**config.mk**
```make
export PLATFORM = sky130hd
export DESIGN_NAME = msk_hpc3_rnd_src
export DESIGN_NICKNAME = d
export VERILOG_FILES = /design/src/rtl/msk_hpc3_rnd_src.sv
export SDC_FILE = /design/constraint.sdc
export NUM_CORES = 1
export LEC_CHECK = 0
export ABC_AREA = 0
export ABC_CLOCK_PERIOD_IN_PS = 5500
export CAP_MARGIN = 0
export CORE_MARGIN = 8
export CORE_UTILIZATION = 36
export DETAILED_ROUTE_END_ITERATION = 10
export PLACE_DENSITY = 0.56
export RECOVER_POWER = 100
export SLEW_MARGIN = 40
export SYNTH_ARGS = -nofsm -noshare
export SYNTH_HDL_FRONTEND = slang
export SYNTH_SLANG_ARGS = --single-unit
```
**constraint.sdc**
```tcl
create_clock -name clk -period 5.5 [get_ports clk]
set_clock_uncertainty 0.05 [all_clocks]
set_input_delay 1.1 -clock clk [delete_from_list [all_inputs] [get_ports clk]]
set_output_delay 1.1 -clock clk [all_outputs]
set_load 0.1 [all_outputs]
```
**src/rtl/msk_hpc3_rnd_src.sv**
```systemverilog
// rtl/msk_hpc3_rnd_src.sv - LFSR randomness source feeding an HPC3 masked AND gadget
//
// Purpose:
//   Produces W = d*(d-1) fresh random bits per consumed word from a 64-bit
//   Fibonacci LFSR (x^64+x^63+x^61+x^60+1).  Each advance runs W unrolled
//   LFSR steps, and the feedback bit of step k becomes out_rnd[k].  A seed
//   load is followed by WARMUP free-running advances.  The word produced in
//   the last warm-up cycle is the first word offered to the consumer.
//
// Ports:
//   clk         single clock, rising edge
//   rst         asynchronous active-high reset
//   seed        64-bit seed (0 is replaced by 64'h1)
//   seed_valid  seed offered
//   seed_ready  seed accepted when seed_valid && seed_ready
//   out_rnd     W random bits for the gadget rnd input
//   out_valid   out_rnd holds an unused word
//   out_ready   consumer takes out_rnd this cycle
//   reseed_req  a new seed is required
//
// Optional feature:
//   MSK_RND_SRC_RESEED_LIMIT_EN  when defined, only RESEED_PERIOD handshakes
//                                are allowed per seed, after which the block
//                                returns to IDLE and requests a reseed.
//
// All outputs are registers and depend only on state, so no input reaches
// an output combinationally.

`ifndef DEFAULTSHARES
`define DEFAULTSHARES 2
`endif

module msk_hpc3_rnd_src #(
   parameter int d             = `DEFAULTSHARES,
   parameter int WARMUP        = 16,
   parameter int RESEED_PERIOD = 1024
) (
   input  logic               clk,
   input  logic               rst,
   input  logic [63:0]        seed,
   input  logic               seed_valid,
   output logic               seed_ready,
   output logic [d*(d-1)-1:0] out_rnd,
   output logic               out_valid,
   input  logic               out_ready,
   output logic               reseed_req
);

   localparam int W   = d*(d-1);
   localparam int WCW = $clog2(WARMUP + 1);

   // WARMUP and RESEED_PERIOD must be at least 1; the counters compare
   // against value-1 and a zero setting has no meaningful behaviour.
   if (WARMUP < 1 || RESEED_PERIOD < 1) begin : g_unsupported_params
   end

   typedef enum logic [1:0] {
      IDLE = 2'd0,
      WARM = 2'd1,
      RUN  = 2'd2
   } state_t;

   state_t         state;
   state_t         state_nx;

   logic [63:0]    s;
   logic [WCW-1:0] warm_cnt;

   logic           seed_acc;
   logic           hs;
   logic           load;
   logic           advance;
   logic           hs_limit;

   logic [63:0]    step_s;
   logic [W-1:0]   step_word;

   assign seed_acc = seed_valid && seed_ready;
   assign hs       = out_valid && out_ready;

   // W unrolled LFSR steps; the feedback of step k is output bit k.
   always_comb begin
      logic fb;
      step_s    = s;
      step_word = '0;
      fb        = 1'b0;
      for (int k = 0; k < W; k++) begin
         fb           = step_s[63] ^ step_s[62] ^ step_s[60] ^ step_s[59];
         step_word[k] = fb;
         step_s       = {step_s[62:0], fb};
      end
   end

`ifdef MSK_RND_SRC_RESEED_LIMIT_EN
   localparam int HCW = $clog2(RESEED_PERIOD + 1);

   logic [HCW-1:0] hs_cnt;

   // Handshake that reaches the budget is the last one this seed may serve.
   assign hs_limit = (hs_cnt == HCW'(RESEED_PERIOD - 1));

   always_ff @(posedge clk or posedge rst) begin
      if (rst) begin
         hs_cnt <= '0;
      end else if (load) begin
         hs_cnt <= '0;
      end else if (state == RUN && hs) begin
         hs_cnt <= hs_cnt + HCW'(1);
      end
   end
`else
   assign hs_limit = 1'b0;
`endif

   // State register
   always_ff @(posedge clk or posedge rst) begin
      if (rst) begin
         state <= IDLE;
      end else begin
         state <= state_nx;
      end
   end

   // Next state and datapath controls
   always_comb begin
      state_nx = state;
      load     = 1'b0;
      advance  = 1'b0;
      case (state)
         IDLE: begin
            if (seed_acc) begin
               load     = 1'b1;
               state_nx = WARM;
            end
         end
         WARM: begin
            advance = 1'b1;
            if (warm_cnt == WCW'(WARMUP - 1)) begin
               state_nx = RUN;
            end
         end
         RUN: begin
            // A seed load wins over a simultaneous handshake; the word on
            // out_rnd that cycle is still treated as consumed.
            if (seed_acc) begin
               load     = 1'b1;
               state_nx = WARM;
            end else if (hs) begin
               advance = 1'b1;
               if (hs_limit) begin
                  state_nx = IDLE;
               end
            end
         end
         default: begin
            state_nx = IDLE;
         end
      endcase
   end

   // Datapath and registered outputs
   always_ff @(posedge clk or posedge rst) begin
      if (rst) begin
         s          <= '0;
         warm_cnt   <= '0;
         out_rnd    <= '0;
         out_valid  <= 1'b0;
         seed_ready <= 1'b0;
         reseed_req <= 1'b0;
      end else begin
         seed_ready <= (state_nx != WARM);
         out_valid  <= (state_nx == RUN);
         reseed_req <= (state_nx == IDLE);
         if (load) begin
            s        <= (seed == 64'd0) ? 64'd1 : seed;
            warm_cnt <= '0;
         end else if (advance) begin
            s       <= step_s;
            out_rnd <= step_word;
            if (state == WARM) begin
               warm_cnt <= warm_cnt + WCW'(1);
            end
         end
      end
   end

endmodule

```
==> results.toml <==
[status]
status = "finished, final reports clean"

[setup_path]
cp_top_family = "buffers and inverters"
critPathKind = "in2reg"
worstSetupStartpointType = "input port"
crit_path_cell_trace = "dlygate4sd3_1 -> o211a_1 -> clkbuf_1 -> o21ai_0"
path_buf_inv = 2
critPathSlowestCell = "clkbuf_1"
cp-end-kind = "flop"
cp_slowest_stage_delay_ps = 910
rr_worst_depth = 5
reg2reg_to = "s[19]"
r2r_start = "state[0]"
cp_max_fo = 41
required_ps = 5630
cp.arrival_ps = 3720
r2r_slack_ps = 2420

[clock_tree]
cts_setup_buffers = 0
cts-buffers-inserted = 9
cts_root_buf = "clkbuf_8"
cts_resized = 0
cts.sinks = 76
clk_latency_ps = 350
cts.reportedPaths.clkPinSlew_ps = 90
tritoncts = "done"
cts_hold_buf = 0
htree_levels = 3
cts_buffer_depth = 2

[die]
die_area_sq_um = 13900
die_height_um = 118
core_sq_um = 10200
floorplan.rows = 37
initial_core_util_pct = 36.6
die_width_um = 118
io_pins = 73

[timing]
tightestPinTransition_ps = 1290
fin_crit_sh_pct = 65.2
fmax_mhz = 279
finalSetupViolations = 0
whs_ps = 449
setup_slack_ps = 1910
drv_slew = 0
hold_viol_final = 0
relSlewSlack_pct = 14.0
finalSetupTns_ps = 0
final.min_clock_period_ps = 3590
rsz0062_at_grt = "no"

[synthesis]
synth.distinct_cells = 37
synthTopCellsByCount = "76 x dfrtp_1, 67 x nand2_1, 64 x mux2i_1, 46 x o21ai_0, 21 x o21ai_1"
synth_area_leader_cell = "dfrtp_1"
async_flop_share_pct = 100
avgSynthCellArea_sq_um = 10.2
ys_warn_count = 0
yosysTopAreaCellShare_pct = 51.0
post-synth-top-count-cell = "dfrtp_1"
synth_area_leaders = "dfrtp_1 51%, mux2i_1 17%, nand2_1 6.7%, o21ai_0 6.2%, o21ai_1 2.8%"
yosysSeqAreaShare_pct = 51.0
syn_area_sq_um = 3730
netlist_instances = 364
synth_seq_cells = 76
yosys_most_used_dff = "dfrtp_1"
syn_nets = 438
synth_edf_count = 0

[power]
peakVddDrop_uv = 233
p_total_mw = 2.53
p_leak_nw = 1.89
powerDensity_nw_per_um2 = 528

[finish]
n_antenna_cell = 0
drive_above_1_share_pct = 4.35
nets = 506
area_growth_pct = 28.6

[global_route]
grt_overflow = 0
grt_antenna_before_repair = 0
grt_pass1_vias = 3046
grt_pass1_wl_um = 14900
grt_start_max_net_pins = 59
grt_use_total_pct = 13.1

[detailed_routing]
wl_um = 8850
wl_per_cell_um = 15.5
ant_nets = 0
drtPass1Iterations = 4
drc = 0
vias = 2847
avgViaCountPerCell = 4.97
drtIter0Drc = 100

[placement]
io_buffer_count = 72
gp_congestion = 0.721
pre_cts_ws_ps = 2360
dp_hpwl_um = 6550

[worst_hold_path]
hold_start = "out_rnd[1]"
min_path_cells = 1
holdPathEnd = "out_rnd[1]"
hold_class = "reg2reg"

[flow_run]
maxCapViolCount = 0
[metrics by stage]
stage | instances | cell area [sq um] | utilization, %
floorplan | 364 | 3730 | -
global placement | 555 | 4550 | 44.7
detailed placement | 557 | 4580 | 44.9
CTS | 573 | 4840 | 47.5
global route | 573 | 4790 | 47.1
finish | 573 | 4790 | 47.1
[report_power, final]
group / switching (mW) / leakage (nW) / internal, mW / total (mW)
Clock: 0.209 / 0.127 / 0.348 / 0.557
Combinational: 0.571 / 0.822 / 0.419 / 0.990
Sequential: 0.155 / 0.938 / 0.827 / 0.982
[worst max-delay path by stage]
stage	cells past startpoint	slack (ps)	end	startpoint
2_1_floorplan	1	2410	out_rnd[0]	rst
3_3_place_gp	6	2040	s[2]	seed_valid
3_5_place_dp	5	2360	s[0]	seed[24]
4_1_cts	5	2720	s[0]	seed[24]
5_1_grt	4	1610	s[6]	seed_valid
6_report	4	1910	s[19]	seed_valid
[placed cells by master, fill, tap and decap left out, drive strengths merged, types with 2 or more instances in the layout]
master         count
nor4              16
nand3              2
a21oi              2
bufinv             4
and2               4
xnor2              4
nand2             67
mux2i             64
nand4              5
nor2               6
clkbuf            19
clkdlybuf4s50     64
dlygate4sd3        3
inv                6
mux2               2
dfrtp             76
ha                 6
buf                2
o21ai             68
[routing by layer]
layer  up-vias  track usage (%)  part of all wire [%]
li1       1420                -                     -
met4         0             5.76                   1.6
met2        48             21.4                    48
met5         -                0                     0
met3        12             2.21                   2.7
met1      1367             16.5                    48
[kinds of logic (layout without fill, tap and decap cells)]
group,after synthesis,in the layout,synth area share (%)
mux,66,66,17.8
flops,76,76,51.0
fa+ha+maj,6,6,2.01
xor+xnor,5,5,1.18
simple gates,104,104,12.5
buf+inv,27,100,3.83
compound gates,80,80,11.6
[area by class of cell]
cell class | count | area (sq um)
multi-input combinational | 261 | 1690
timing repair buffer | 78 | 746
fill | 1007 | 5390
inverter | 6 | 22.5
clock buffer | 10 | 128
clock inverter | 6 | 136
tap | 136 | 170
sequential | 76 | 1900
[registers in the layout (all words and copies together) (netlist names)]
| name | count |
|---|---|
| out_rnd | 2 |
| out_valid | 1 |
| reseed_req | 1 |
| s | 64 |
| seed_ready | 1 |
| state | 2 |
| warm_cnt | 5 |
(Power assumes the default switching activity.)
